===== src/rtl/codec_cfg_sched.sv =====
// rtl/codec_cfg_sched.sv - codec I2C control-port scheduler: power-up sequence, round-robin requester writes, NACK retry; optional register shadow under CODEC_CFG_SHADOW_EN
module codec_cfg_sched #(
    parameter int NREQ      = 3,
    parameter int MAX_RETRY = 2
) (
    input  logic                 inclk_i2c,
    input  logic                 rst,
    input  logic [NREQ-1:0]      req,
    input  logic [16*NREQ-1:0]   req_word,
    output logic [NREQ-1:0]      req_ack,
    output logic                 req_err,
    output logic                 tx_start,
    output logic [15:0]          tx_word,
    input  logic                 tx_busy,
    input  logic                 tx_done,
    input  logic                 tx_nack,
    output logic                 init_done,
    output logic                 busy,
    output logic [7:0]           nack_count
);

    localparam int IW = (NREQ > 1) ? $clog2(NREQ) : 1;

    typedef enum logic [2:0] {
        S_INIT_ISSUE,
        S_INIT_WAIT,
        S_IDLE,
        S_ISSUE,
        S_WAIT,
        S_ACK
    } state_t;

    state_t         state, state_d;
    logic [2:0]     idx, idx_d;
    logic [2:0]     retry, retry_d;
    logic [IW-1:0]  ptr, ptr_d;
    logic [IW-1:0]  gnt, gnt_d;
    logic [15:0]    gnt_word, gnt_word_d;
    logic           tx_start_d;
    logic [15:0]    tx_word_d;
    logic           init_done_d;
    logic           err, err_d;
    logic [7:0]     nack_d;

    logic           found_hi, found_lo, any_req;
    logic [IW-1:0]  pick_hi, pick_lo, pick;
    logic [15:0]    word_hi, word_lo, pick_word;
    logic           shadow_hit;

    // Power-up register sequence; the activate word goes last so the codec
    // only starts once every other register is programmed.
    function automatic logic [15:0] init_word(input logic [2:0] i);
        case (i)
            3'd0:    init_word = 16'h1E00;
            3'd1:    init_word = 16'h0C00;
            3'd2:    init_word = 16'h0E02;
            3'd3:    init_word = 16'h1000;
            3'd4:    init_word = 16'h0A00;
            3'd5:    init_word = 16'h0814;
            default: init_word = 16'h1201;
        endcase
    endfunction

    // Round-robin pick: lowest set request above the pointer, else wrap to the lowest set one.
    always_comb begin
        found_hi = 1'b0;
        found_lo = 1'b0;
        pick_hi  = '0;
        pick_lo  = '0;
        word_hi  = 16'h0000;
        word_lo  = 16'h0000;
        for (int i = 0; i < NREQ; i++) begin
            if (req[i]) begin
                if (IW'(i) > ptr) begin
                    if (!found_hi) begin
                        found_hi = 1'b1;
                        pick_hi  = IW'(i);
                        word_hi  = req_word[16*i +: 16];
                    end
                end else if (!found_lo) begin
                    found_lo = 1'b1;
                    pick_lo  = IW'(i);
                    word_lo  = req_word[16*i +: 16];
                end
            end
        end
        any_req   = found_hi | found_lo;
        pick      = found_hi ? pick_hi : pick_lo;
        pick_word = found_hi ? word_hi : word_lo;
    end

`ifdef CODEC_CFG_SHADOW_EN
    logic [8:0]  sh_data [16];
    logic [15:0] sh_valid;
    logic        wr_ok;

    // A NACK-free tx_done always ends the attempt, so it marks a successful write.
    assign wr_ok      = ((state == S_INIT_WAIT) || (state == S_WAIT)) && tx_done && !tx_nack;
    assign shadow_hit = (pick_word[15:13] == 3'b000) && sh_valid[pick_word[12:9]] &&
                        (sh_data[pick_word[12:9]] == pick_word[8:0]);

    // Shadow of the codec registers; writing the reset register invalidates everything.
    always_ff @(posedge inclk_i2c) begin
        if (rst) begin
            sh_valid <= '0;
        end else if (wr_ok) begin
            if (tx_word[15:9] == 7'h0F) begin
                sh_valid <= '0;
            end else if (tx_word[15:13] == 3'b000) begin
                sh_valid[tx_word[12:9]] <= 1'b1;
                sh_data[tx_word[12:9]]  <= tx_word[8:0];
            end
        end
    end
`else
    assign shadow_hit = 1'b0;
`endif

    // Next-state and registered-output decisions for the scheduler FSM.
    always_comb begin
        state_d     = state;
        idx_d       = idx;
        retry_d     = retry;
        ptr_d       = ptr;
        gnt_d       = gnt;
        gnt_word_d  = gnt_word;
        tx_start_d  = 1'b0;
        tx_word_d   = tx_word;
        init_done_d = init_done;
        err_d       = err;
        nack_d      = nack_count;

        if (((state == S_INIT_WAIT) || (state == S_WAIT)) && tx_done && tx_nack &&
            (nack_count != 8'hFF))
            nack_d = nack_count + 8'd1;

        case (state)
            S_INIT_ISSUE: begin
                if (!tx_busy) begin
                    tx_start_d = 1'b1;
                    tx_word_d  = init_word(idx);
                    state_d    = S_INIT_WAIT;
                end
            end
            S_INIT_WAIT: begin
                if (tx_done) begin
                    if (tx_nack && (retry < 3'(MAX_RETRY))) begin
                        retry_d = retry + 3'd1;
                        state_d = S_INIT_ISSUE;
                    end else begin
                        retry_d = 3'd0;
                        if (idx == 3'd6) begin
                            init_done_d = 1'b1;
                            state_d     = S_IDLE;
                        end else begin
                            idx_d   = idx + 3'd1;
                            state_d = S_INIT_ISSUE;
                        end
                    end
                end
            end
            S_IDLE: begin
                if (any_req) begin
                    gnt_d      = pick;
                    gnt_word_d = pick_word;
                    ptr_d      = pick;
                    err_d      = 1'b0;
                    state_d    = shadow_hit ? S_ACK : S_ISSUE;
                end
            end
            S_ISSUE: begin
                if (!tx_busy) begin
                    tx_start_d = 1'b1;
                    tx_word_d  = gnt_word;
                    state_d    = S_WAIT;
                end
            end
            S_WAIT: begin
                if (tx_done) begin
                    if (tx_nack && (retry < 3'(MAX_RETRY))) begin
                        retry_d = retry + 3'd1;
                        state_d = S_ISSUE;
                    end else begin
                        err_d   = tx_nack;
                        state_d = S_ACK;
                    end
                end
            end
            S_ACK: begin
                retry_d = 3'd0;
                state_d = S_IDLE;
            end
            default: state_d = S_INIT_ISSUE;
        endcase
    end

    // State and output registers; reset drops any granted write and restarts init.
    always_ff @(posedge inclk_i2c) begin
        if (rst) begin
            state      <= S_INIT_ISSUE;
            idx        <= 3'd0;
            retry      <= 3'd0;
            ptr        <= IW'(NREQ - 1);
            gnt        <= '0;
            gnt_word   <= 16'h0000;
            tx_start   <= 1'b0;
            tx_word    <= 16'h0000;
            init_done  <= 1'b0;
            err        <= 1'b0;
            nack_count <= 8'd0;
        end else begin
            state      <= state_d;
            idx        <= idx_d;
            retry      <= retry_d;
            ptr        <= ptr_d;
            gnt        <= gnt_d;
            gnt_word   <= gnt_word_d;
            tx_start   <= tx_start_d;
            tx_word    <= tx_word_d;
            init_done  <= init_done_d;
            err        <= err_d;
            nack_count <= nack_d;
        end
    end

    // Completion pulse and status decoded from the registered state.
    always_comb begin
        req_ack = '0;
        if (state == S_ACK)
            req_ack[gnt] = 1'b1;
        req_err = (state == S_ACK) && err;
        busy    = (state != S_IDLE);
    end

endmodule


===== config.mk =====
export PLATFORM = sky130hd
export DESIGN_NAME = codec_cfg_sched
export DESIGN_NICKNAME = d
export VERILOG_FILES = /design/src/rtl/codec_cfg_sched.sv
export SDC_FILE = /design/constraint.sdc
export NUM_CORES = 1
export LEC_CHECK = 0
export BUFFER_PORTS_ARGS = -buffer_cell sky130_fd_sc_hd__clkbuf_2
export CORE_UTILIZATION = 56
export CTS_CLUSTER_SIZE = 24
export DETAILED_ROUTE_END_ITERATION = 16
export PLACE_DENSITY = 0.93
export SLEW_MARGIN = 20
export SYNTH_ARGS = -nofsm -noshare
export SYNTH_HDL_FRONTEND = slang
export SYNTH_SLANG_ARGS = --single-unit

===== constraint.sdc =====
create_clock -name inclk_i2c -period 3.3 [get_ports inclk_i2c]
set_input_delay 0.66 -clock inclk_i2c [delete_from_list [all_inputs] [get_ports inclk_i2c]]
set_output_delay 0.66 -clock inclk_i2c [all_outputs]
set_load 0.05 [all_outputs]

==> impl_metrics.env <==
export IMPL_initial_detailed_routing_violation_count=246
export IMPL_remaining_drc_errors=0
export IMPL_finalCriticalPeriod_ns=2.85
export IMPL_antenna_nets_post_route=0
export IMPL_wl_mm=7.84
export IMPL_irDropWorstVdd_v=0.000353
export IMPL_final_max_slew_violation_count=0
export IMPL_clkTransAtPathRegs_ns=0.11
export IMPL_final_layout_size_suffix_gt1_frac=0.235
export IMPL_area_fraction_in_compound_gates_after_synthesis=0.257
export IMPL_io_port_bufs=86
export IMPL_rows=26
export IMPL_finalCritPeriodShare=0.863
export IMPL_coreArea_um2=5170
export IMPL_hold_viol=0
export IMPL_synth_area_mux_share=0.0204
export IMPL_arrival_worst_endpoint_ns=2.19
export IMPL_hold_buffers=0
export IMPL_fin_worst_skew_ns=0.00977
export IMPL_cts_buffers=5
export IMPL_synthDominantAreaCellType="sky130_fd_sc_hd__dfxtp_1"
export IMPL_final_weighted_congestion_of_routability_driven_global_placement=0.864
export IMPL_power_per_cell_area_nw_per_um2=376
export IMPL_finalNetCount=514
export IMPL_floorplan_initialDensity=0.592
export IMPL_die_area_um2=5770
export IMPL_sink_count_of_the_clock_tree=55
export IMPL_grt_antenna_before_repair=0
export IMPL_avgViaCountPerCell=5.99
export IMPL_synth_cell_area_um2=3060
export IMPL_yosys_top_cells_area="sky130_fd_sc_hd__dfxtp_1, sky130_fd_sc_hd__nor2_1, sky130_fd_sc_hd__nand2_1"
export IMPL_regToRegSetupSlack_ns=0.95
export IMPL_die_width_um=75.9
export IMPL_max_clock_path_buffers=2
export IMPL_combinational_family_with_the_most_area_after_synthesis="simple AND/OR/NAND/NOR gates"
export IMPL_place_hpwl_mm=5.61
export IMPL_sequential_fraction_of_the_synthesis_area=0.360
export IMPL_rsz0062_at_grt="no"
export IMPL_class_of_the_most_critical_hold_timing_path="register to register"
export IMPL_postCtsResizedCells=0
export IMPL_max_slew_margin=0.299
export IMPL_post_synth_and_or_nand_nor_area_fraction=0.268
export IMPL_synthesis_instances=385
export IMPL_cts_tree="yes"
export IMPL_diodes=0
export IMPL_detailroute_via_count=3126
export IMPL_insertion_delay_ns=0.32
export IMPL_synth_cell_type_count=56
export IMPL_timing_critical_path_fanout_max=14
export IMPL_syn_area_per_cell_um2=7.95
export IMPL_grt_resource_usage_total=0.280
export IMPL_global_route_wire_length_before_repair_mm=13.3
export IMPL_mappedNetlistNets=448
export IMPL_io_pins=87
export IMPL_cp_end_kind="primary output"
export IMPL_dominantRegCellSynth="sky130_fd_sc_hd__dfxtp_1"
export IMPL_areaGrowthSynthToFinish_pct=16.9
export IMPL_rr_endpoint="tx_word[4]"
export IMPL_synth_enable_flop_cells=0
export IMPL_max_slew_worst_pin_slew_ns=1.05
export IMPL_cts_root_buf="sky130_fd_sc_hd__clkbuf_8"
export IMPL_timing_critical_path_to="req_ack[1]"
export IMPL_fmax_mhz=351
export IMPL_timing_final_ws_setup_ns=0.452
export IMPL_synth_warning_count=0
export IMPL_fp_dieH_um=75.9
export IMPL_timing_worst_setup_path_type="register to primary output"
export IMPL_final_setup_tns_ns=0
export IMPL_post_cts_repair_setup_buffers=0
export IMPL_final_common_cell="sky130_fd_sc_hd__clkbuf_2"
export IMPL_yosys_area_share_xor_xnor=0.00572
export IMPL_reg_to_reg_startpoint="state[1]"
export IMPL_grt_start_max_net_pins=60
export IMPL_synth_fa_ha_area_frac=0.0286
export IMPL_avgRoutedWirePerCell_um=15.0
export IMPL_required_ns=2.64
export IMPL_worst_r2r_cell_count=4
export IMPL_cap_viol_max_count=0
export IMPL_postSynth_asyncResetShare=0
export IMPL_critical_path_startpoint="state[0]"
export IMPL_vias_in_the_first_global_route=3007
export IMPL_finalSetupViolCount=0
export IMPL_start_kind="register"
export IMPL_synth_largest_type_area_fraction=0.360
export IMPL_htreeDepth=2
export IMPL_gr_total_overflow=0
export IMPL_status="finished, final reports clean"
export IMPL_placement_setup_worst_slack_ns=0.829
export IMPL_post_synthesis_register_bit_count=55
export IMPL_drt_pass1_iterations=5
export IMPL_most_common_layout_cells="sky130_fd_sc_hd__clkbuf_2, sky130_fd_sc_hd__dfxtp_1, sky130_fd_sc_hd__nor2_1"
export IMPL_timing_hold_ws_ns=0.458
export IMPL_power_static_leakage_nw=1.46
## power breakdown
group	total (W)	internal (W)	leakage (nW)	switching [W]
Clock	0.000475	0.000234	0.0607	0.000241
Combinational	0.000186	0.0000664	0.950	0.000120
Sequential	0.000684	0.000675	0.445	0.00000939
Total	0.00135	0.000975	1.46	0.000370
## critical path, cell delays in order (launching register included)
cell and delay, ns:
sky130_fd_sc_hd__dfxtp_1 0.61, sky130_fd_sc_hd__nor2b_1 0.55, sky130_fd_sc_hd__nand2_1 0.18, sky130_fd_sc_hd__nor3b_1 0.23, sky130_fd_sc_hd__clkbuf_2 0.31
## metal layers
layer | wire (µm) | global-route usage | part of all wire
met2 | 3860 | 0.484 | 0.49
met1 | 3240 | 0.335 | 0.41
met4 | 138 | 0.121 | 0.018
met3 | 597 | 0.0602 | 0.076
met5 | 0 | 0 | 0
## cells by family (layout without fill, tap and decap cells)
family / count (synthesis) / after routing
multiplexers: 6 / 6
adder cells (fa/ha/maj): 7 / 7
buffers and inverters: 41 / 108
AO/OA/AOI/OAI: 110 / 110
flip-flops: 55 / 55
AND/OR/NAND/NOR: 164 / 164
XOR/XNOR: 2 / 2
## metrics by stage
stage | instance area (µm²) | util | instances | power [W]
3_3_place_gp | 3460 | 0.669 | 514 | 0.000879
2_1_floorplan | 3060 | - | 385 | 0.000819
4_1_cts | 3580 | 0.692 | 522 | 0.00135
3_5_place_dp | 3460 | 0.669 | 514 | 0.000883
5_1_grt | 3580 | 0.692 | 522 | 0.00139
6_report | 3580 | 0.692 | 522 | 0.00135
## cell type report
class | count | area [µm²]
clock buffer | 5 | 68.8
clock inverter | 3 | 50.0
fill | 412 | 1590
inverter | 11 | 41.3
multi-input combinational | 289 | 1780
sequential | 55 | 1100
tap | 70 | 87.6
timing repair buffer | 89 | 453
## how the worst min path moves through the flow
stage / slack, ns / to / cells past startpoint / from
2_1_floorplan: 0.44 / tx_word[2] / 2 / gnt_word[2]
3_3_place_gp: 0.44 / tx_word[11] / 2 / tx_word[11]
3_5_place_dp: 0.44 / tx_word[11] / 2 / tx_word[11]
4_1_cts: 0.46 / tx_word[11] / 2 / tx_word[11]
5_1_grt: 0.48 / tx_word[11] / 2 / tx_word[11]
6_report: 0.46 / tx_word[11] / 2 / tx_word[11]
## sequential cells by signal, summed over array words and instances (netlist names)
signal and flops:
gnt_word 16, tx_word 16, nack_count 8, idx 3, retry 3, state 3
ptr 2, err 1, gnt 1, init_done 1, tx_start 1
## cells in the mapped netlist, types with 5 or more instances
cell                       instances
sky130_fd_sc_hd__nor2b_1           9
sky130_fd_sc_hd__inv_1            11
sky130_fd_sc_hd__a32oi_1           6
sky130_fd_sc_hd__buf_2            14
sky130_fd_sc_hd__o21ai_0          12
sky130_fd_sc_hd__nand2_1          41
sky130_fd_sc_hd__nor2_1           51
sky130_fd_sc_hd__o311ai_0          5
sky130_fd_sc_hd__o211ai_1          6
sky130_fd_sc_hd__nand3_1          10
sky130_fd_sc_hd__nand2b_1          9
sky130_fd_sc_hd__nor3_1            6
sky130_fd_sc_hd__a311oi_1          8
sky130_fd_sc_hd__a22oi_1           8
sky130_fd_sc_hd__a21oi_1          20
sky130_fd_sc_hd__a211oi_1         14
sky130_fd_sc_hd__clkbuf_1         14
sky130_fd_sc_hd__dfxtp_1          55
sky130_fd_sc_hd__nor4_1            5
sky130_fd_sc_hd__ha_1              7
sky130_fd_sc_hd__a21o_1            9
Note: power is estimated with default switching activity, not from simulation.
